`config.mk`:
```
export PLATFORM = sky130hd
export DESIGN_NAME = uart_rx_core
export DESIGN_NICKNAME = d
export VERILOG_FILES = /design/src/rtl/uart_rx_core.sv
export SDC_FILE = /design/constraint.sdc
export NUM_CORES = 1
export LEC_CHECK = 0
export ABC_AREA = 1
export CELL_PAD_IN_SITES_DETAIL_PLACEMENT = 2
export CELL_PAD_IN_SITES_GLOBAL_PLACEMENT = 2
export CORE_MARGIN = 2
export CORE_UTILIZATION = 33
export CTS_CLUSTER_SIZE = 12
export DETAILED_ROUTE_END_ITERATION = 16
export PLACE_DENSITY_LB_ADDON = 0.1
export SYNTH_ARGS = -nofsm -noshare
export SYNTH_HDL_FRONTEND = slang
export SYNTH_SLANG_ARGS = --single-unit
```
`constraint.sdc`:
```
create_clock -name clk -period 1.85 [get_ports clk]
set_input_delay 0.37 -clock clk [delete_from_list [all_inputs] [get_ports clk]]
set_output_delay 0.37 -clock clk [all_outputs]
set_load 0.02 [all_outputs]
```
`src/rtl/uart_rx_core.sv`:
```
// uart_rx_core
//   Receive half of the UART slot. Brings the asynchronous rx pin into the clock
//   domain, generates the 16x oversampling tick from the divisor register and runs
//   the start/data/stop receive FSM. Each finished frame produces a one-clock write
//   strobe together with the data byte and the frame-error flag.
//
// Ports
//   clk           in   1       system clock
//   reset         in   1       asynchronous reset, active low
//   dvsr          in   DVSR_W  baud divisor, tick period = dvsr+1 clocks
//   rx            in   1       serial input, idle high, asynchronous
//   rx_done_tick  out  1       one-clock strobe, dout/frame_err valid
//   dout          out  DBIT    last received data word, held between strobes
//   frame_err     out  1       stop bit was sampled low on the last frame
//   busy          out  1       receiver is inside a frame (FSM not idle)

module uart_rx_core #(
  parameter int DBIT    = 8,   // data bits per frame (5..8)
  parameter int SB_TICK = 16,  // ticks spent in the stop bit (16/24/32)
  parameter int DVSR_W  = 11   // width of the baud divisor
) (
  input  logic              clk,
  input  logic              reset,
  input  logic [DVSR_W-1:0] dvsr,
  input  logic              rx,
  output logic              rx_done_tick,
  output logic [DBIT-1:0]   dout,
  output logic              frame_err,
  output logic              busy
);

  // s must reach SB_TICK-1 in the stop bit and 15 in a data bit.
  localparam int S_W = (SB_TICK > 16) ? $clog2(SB_TICK) : 4;
  localparam int N_W = (DBIT > 1) ? $clog2(DBIT) : 1;

  localparam logic [S_W-1:0] S_MID       = S_W'(7);
  localparam logic [S_W-1:0] S_LAST_DATA = S_W'(15);
  localparam logic [S_W-1:0] S_LAST_STOP = S_W'(SB_TICK - 1);
  localparam logic [N_W-1:0] N_LAST      = N_W'(DBIT - 1);

  typedef enum logic [1:0] {
    IDLE,
    START,
    DATA,
    STOP
  } state_t;

  // ---------------------------------------------------------------------------
  // Two-flop synchronizer. Reset to the idle level so that leaving reset can
  // never look like a start edge.
  // ---------------------------------------------------------------------------
  logic r_sync1;
  logic r_sync2;
  logic w_rx_s;

  // NOTE: clocked state uses non-blocking assignments; with blocking ones the
  // two synchronizer stages would collapse into a single flop.
  always_ff @(posedge clk or negedge reset) begin
    if (!reset) begin
      r_sync1 <= 1'b1;
      r_sync2 <= 1'b1;
    end else begin
      r_sync1 <= rx;
      r_sync2 <= r_sync1;
    end
  end

  assign w_rx_s = r_sync2;

  // ---------------------------------------------------------------------------
  // Baud tick generator. Using >= rather than == lets a divisor write that drops
  // below the current count wrap on the next clock instead of running to 2^N.
  // ---------------------------------------------------------------------------
  logic [DVSR_W-1:0] r_cnt;
  logic              w_tick;

  assign w_tick = (r_cnt >= dvsr);

  always_ff @(posedge clk or negedge reset) begin
    if (!reset) begin
      r_cnt <= '0;
    end else if (w_tick) begin
      r_cnt <= '0;
    end else begin
      r_cnt <= r_cnt + DVSR_W'(1);
    end
  end

  // ---------------------------------------------------------------------------
  // Receive FSM. START waits half a bit (8 ticks) to land mid-bit and re-checks
  // the line to reject glitches; every later sample is a full bit (16 ticks) on.
  // ---------------------------------------------------------------------------
  state_t           r_state;
  logic [S_W-1:0]   r_s;
  logic [N_W-1:0]   r_n;
  logic [DBIT-1:0]  r_shift;
  logic [DBIT-1:0]  r_dout;
  logic             r_ferr;
  logic             r_done;

  always_ff @(posedge clk or negedge reset) begin
    if (!reset) begin
      r_state <= IDLE;
      r_s     <= '0;
      r_n     <= '0;
      r_shift <= '0;
      r_dout  <= '0;
      r_ferr  <= 1'b0;
      r_done  <= 1'b0;
    end else begin
      r_done <= 1'b0;
      case (r_state)
        IDLE: begin
          // Start edge is taken on any clock; the tick phase is irrelevant here.
          if (!w_rx_s) begin
            r_state <= START;
            r_s     <= '0;
          end
        end

        START: begin
          if (w_tick) begin
            if (r_s == S_MID) begin
              if (!w_rx_s) begin
                r_state <= DATA;
                r_s     <= '0;
                r_n     <= '0;
              end else begin
                r_state <= IDLE;
              end
            end else begin
              r_s <= r_s + S_W'(1);
            end
          end
        end

        DATA: begin
          if (w_tick) begin
            if (r_s == S_LAST_DATA) begin
              r_s     <= '0;
              // LSB arrives first, so shift in from the top.
              r_shift <= {w_rx_s, r_shift[DBIT-1:1]};
              if (r_n == N_LAST) begin
                r_state <= STOP;
              end else begin
                r_n <= r_n + N_W'(1);
              end
            end else begin
              r_s <= r_s + S_W'(1);
            end
          end
        end

        STOP: begin
          if (w_tick) begin
            if (r_s == S_LAST_STOP) begin
              // A bad stop bit still delivers the word; the flag travels with it.
              r_state <= IDLE;
              r_done  <= 1'b1;
              r_dout  <= r_shift;
              r_ferr  <= ~w_rx_s;
            end else begin
              r_s <= r_s + S_W'(1);
            end
          end
        end

        default: r_state <= IDLE;
      endcase
    end
  end

  assign rx_done_tick = r_done;
  assign dout         = r_dout;
  assign frame_err    = r_ferr;
  assign busy         = (r_state != IDLE);

endmodule
```
# After elaboration in Yosys (flattened, before gate mapping)
# Cells that the tools add are included.
classes:
  add_sub_neg: 3
  n_lt_le_gt_ge: 1
  n_eq_ne: 17
  n_mux: 29
  bitwise: 1
  reduce_logical: 8
op_table:
  columns: ["cell", "n"]
  rows:
  - ["4-bit two-way mux", 7]
  - ["2-bit inequality test, second input constant", 11]
  - ["2-bit two-way mux", 9]
  - ["3-bit two-way mux", 6]
  - ["4-bit case mux with 4 select lines", 1]
  - ["11-bit by 1-bit adder with 11-bit output, second input constant", 1]
  - ["11-bit greater-or-equal comparator", 1]
  - ["11-bit two-way mux", 1]
  - ["2-bit case mux with 4 select lines", 1]
  - ["8-bit AND reduction", 1]
  - ["7-bit AND reduction", 1]
  - ["3-bit case mux with 2 select lines", 1]
  - ["3-bit AND reduction", 2]
  - ["4-bit by 1-bit adder with 4-bit output, second input constant", 1]
  - ["2-bit equality test, second input constant", 2]
  - ["4-bit by 3-bit equality test with 1-bit output, second input constant", 1]
  - ["4-bit equality test, second input constant", 1]
  - ["4-bit AND reduction", 1]
  - ["2-bit nonzero test", 2]
  - ["3-bit by 1-bit adder with 3-bit output, second input constant", 1]
  - ["3-bit equality test, second input constant", 1]
  - ["1-bit two-way mux", 3]
  - ["2-bit by 1-bit equality test with 1-bit output, second input constant", 1]
  - ["2-bit zero test", 1]
  - ["1-bit NOT", 1]
totals:
  register_bits: 40
  in_bits: 14

# Logic depth before layout (Yosys ltp)
depth:
  depth_word: 5
  depth_mapped: 12

# Worst setup path before layout
# Ideal clock, no wire load.
synth_path:
  kind: "flip-flop to flip-flop"
  from: "register r_cnt[6]"
  to: "register r_ferr, in the netlist frame_err"
  setup_time_ns: 0.127
  arrival_time_ns: 1.519
  setup_slack_ns: 0.204
  stages_incl_launch_ff: 12
  path_buffers: 1
  period_less_slack_ns: 1.646
  cell_sequence: "dfrtp_1 > ha_1 > nand2_1 > nor2_1 > inv_1 > nor2_2 > nor2_4 > nand2_8 > nand2_4 > buf_6 > nand2_1 > o21ai_2"
synth_between:
  elab_chain_cells: 2
synth_lines:
  columns: ["item", "line", "rtl"]
  rows:
  - ["from (decl)", "74", "logic [DVSR_W-1:0] r_cnt;"]
  - ["from (signal assigned)", "85", "r_cnt <= r_cnt + DVSR_W'(1);"]
  - ["11-bit greater-or-equal comparator", "77", "assign w_tick = (r_cnt >= dvsr);"]
  - ["3-bit AND reduction (no line)", null, null]
  - ["to (signal assigned)", "161", "r_ferr <= ~w_rx_s;"]
  - ["to (decl)", "98", "logic r_ferr;"]
# No other way between the ends.
# A chain may end at the register's enable or synchronous reset.

# Worst setup path in the final report
layout_path:
  from: "register r_cnt[6]"
  to: "register r_cnt[7]"
layout_between:
  elab_chain_cells: 2
layout_lines:
  columns: ["item", "line", "rtl"]
  rows:
  - ["11-bit by 1-bit adder with 11-bit output / 11-bit greater-or-equal comparator (equally long branches)", "85, 77", null]
  - ["11-bit two-way mux *", "82", "end else if (w_tick) begin"]
# Every way passes the cells marked *; elsewhere a longest branch is shown, timed or not.

==> results.cfg <==
[critical_path]
crit_arrival_ns = 2.00
cp_max_fo = 5
reg2reg_from = r_cnt[6]$_DFF_PN0_
cp_slowest_cell = dfrtp_1
ff2ff_path_depth = 9
r2r-end = r_cnt[7]$_DFF_PN0_
worstSetupEndpointType = flip-flop
critPathMostFrequentCell = nor2_4
crit_family = simple AND/OR/NAND/NOR gates
critPathRequiredTime_ns = 2.05
path_cells = ha_4 -> nand2_4 -> nor2_4 -> nand2_2 -> nor2_4 -> nor2_4 -> nand2_8 -> buf_6 -> nor3_1
crit_type = reg -> reg
reg2reg_slack_ns = 0.05
cpPeakStageDelay_ns = 0.46
worstSetupStartpointType = flip-flop
critical_path_buf_inv_count = 1

[clock_tree]
cts_sinks = 40
clock_latency_ns = 0.30
cts_buffers = 5
ctsHtreeMaxLevel = 2
cts-root-buf = clkbuf_8
clockBufferDepth = 2
cts_tree = built
clk_pin_slew_worst_paths_ns = 0.09

[timing]
fmax_mhz = 556
relSlewSlack = 0.697
finalMaxSlewViolations = 0
setup_violations = 0
finClkSkew_ns = 0.0108
post-route-period-util = 0.973
rsz0062_at_grt = yes
setup_tns_ns = 0
hold_viol_final = 0
hold_slack_ns = 0.00742
worstMarginPinSlew_ns = 0.455
fin_crit_ns = 1.80

[cells_and_area]
area_growth_pct = 40.1
nFillCells = 731
drive_gt1_frac = 0.325
antenna_cells = 0
fin_nets = 366
seq_area_um2 = 1000
multiInputGateArea_um2 = 1420

[global_route]
antenna_found_initial = 0
grt_pass1_wl_mm = 11.9
grt_pass1_vias = 2282
grt_usage = 0.200
grt_max_degree = 25
overflow = 0

[place]
gp_congestion = 0.742
numPortBuffers = 24
dp_hpwl_mm = 4.80

[route]
drt_pass1_iterations = 4
antenna_left = 0
vias = 2070
drt_iter0_markers = 89
drc = 0
wl_per_cell_um = 16.1
routed_via_density = 4.77
wl_mm = 6.98

[floorplanning]
die-area_um2 = 7740
coreArea_um2 = 6790
core.rowCount = 30
die_w_um = 88.0
start_util = 0.342
ioPinCount = 25
die_h_um = 88.0

[pwr]
p_leak_nw = 1.59
peakVddDrop_uv = 605
power_density_nw_per_um2 = 1210
finalPower_w = 0.00395

[synth]
syn_nets = 315
yosys_most_used_dff = dfrtp_1
synthArstFlopShare = 1.00
synth_top_area_frac = 0.409
yosysUniqueCellTypes = 31
syn_avg_cell_area_um2 = 8.13
synth_area_leader_cell = dfrtp_1
yosys-top-cells-count = nand2_1, dfrtp_1, inv_1
netlist_area_um2 = 2330
synth-edff-count = 0
synthTopCellsByArea = dfrtp_1, nand2_1, ha_1
ys_warn_count = 0
synth_seq_cells = 40
synth-seq-area-share = 0.431
syn_inst = 286
yosysMostFrequentCell = nand2_1

[flow_run]
drv_cap = 0

[status]
status = finished, final reports clean

[hold_path]
holdCritPathClass = in -> async
## cells by family (layout without fill, tap and decap cells)
| logic type | after synthesis | in the layout | synth area share |
|---|---|---|---|
| adder cells (fa/ha/maj) | 15 | 15 | 0.0807 |
| AND/OR/NAND/NOR | 162 | 163 | 0.345 |
| AO/OA/AOI/OAI | 26 | 26 | 0.0656 |
| flip-flops | 40 | 40 | 0.431 |
| buffers and inverters | 43 | 94 | 0.0775 |
## repair_timing
item,in CTS,in global routing
hold buffers,0,0
gates cloned,1,0
gates resized for setup,46,27
setup endpoints to repair,38,37
pin swaps,23,16
buffers inserted,3,2
## final cells by class
| type | count | share of cell area |
|---|---|---|
| clock buffers | 5 | 0.0211 |
| clock inverters | 3 | 0.0142 |
| inverters | 39 | 0.0465 |
| multi-input cells | 204 | 0.436 |
| flip-flops and latches | 40 | 0.308 |
| well taps | 96 | 0.0369 |
| repair buffers | 47 | 0.137 |
## worst max path at each step
stage | from | end | slack, ns | cells after the start
global route | dvsr[0] | r_cnt[10]$_DFF_PN0_ | -0.04 | 12
finish | r_cnt[6]$_DFF_PN0_ | r_cnt[7]$_DFF_PN0_ | 0.05 | 9
floorplan | r_cnt[6]$_DFF_PN0_ | frame_err$_DFFE_PN0P_ | 0.20 | 11
detailed placement | dvsr[5] | r_cnt[10]$_DFF_PN0_ | -0.58 | 13
global placement | dvsr[8] | r_cnt[10]$_DFF_PN0_ | -0.42 | 13
CTS | dvsr[6] | r_cnt[10]$_DFF_PN0_ | -0.05 | 11
## routing by layer
metal | track usage | vias to the layer above | wire (um) | share of wire
met2 | 0.354 | 25 | 3600 | 0.51
met4 | 0.0420 | 0 | 114 | 0.016
met1 | 0.257 | 1021 | 3150 | 0.45
li1 | - | 1017 | - | -
met5 | 0 | - | 0 | 0
met3 | 0.0311 | 7 | 124 | 0.018
## flip-flops by register name, summed over array words and instances (netlist names), named ones only
signal,flops
r_sync2,1
r_cnt,11
r_n,3
dout,8
r_state,1
r_s,4
rx_done_tick,1
r_shift,8
r_sync1,1
frame_err,1
## report_power, final
group	switching [W]	internal, W	leakage [nW]	total (W)
sequential	0.000206	0.00105	0.532	0.00125
clock	0.000340	0.000407	0.0548	0.000747
combinational	0.00113	0.000817	1.00	0.00195
## layout by cell type, fill, tap and decap left out, types with 4 or more instances in the layout
cell             instances
nand2_1                 81
dfrtp_1                 37
inv_1                   23
nand3_1                 22
buf_4                   18
inv_2                   14
clkdlybuf4s50_1         12
nor2_1                  11
nand2_2                 11
ha_4                    10
nor2_4                   9
a21oi_1                  7
dlygate4sd2_1            7
nor3_2                   5
nand2_4                  5
ha_1                     5
clkbuf_8                 5
o21ai_0                  4
nand4_1                  4
o21ai_1                  4
dlymetal6s2s_1           4
## per-stage QoR
stage / worst slack [ns] / util / area (um^2) / instances
floorplan: 0.204 / - / 2330 / 286
global placement: -0.423 / 0.413 / 2810 / 420
detailed placement: -0.577 / 0.413 / 2810 / 420
CTS: -0.0488 / 0.462 / 3140 / 432
global route: -0.0362 / 0.480 / 3260 / 434
finish: 0.0507 / 0.480 / 3260 / 434
No activity file was read; power rests on OpenSTA's default activity.
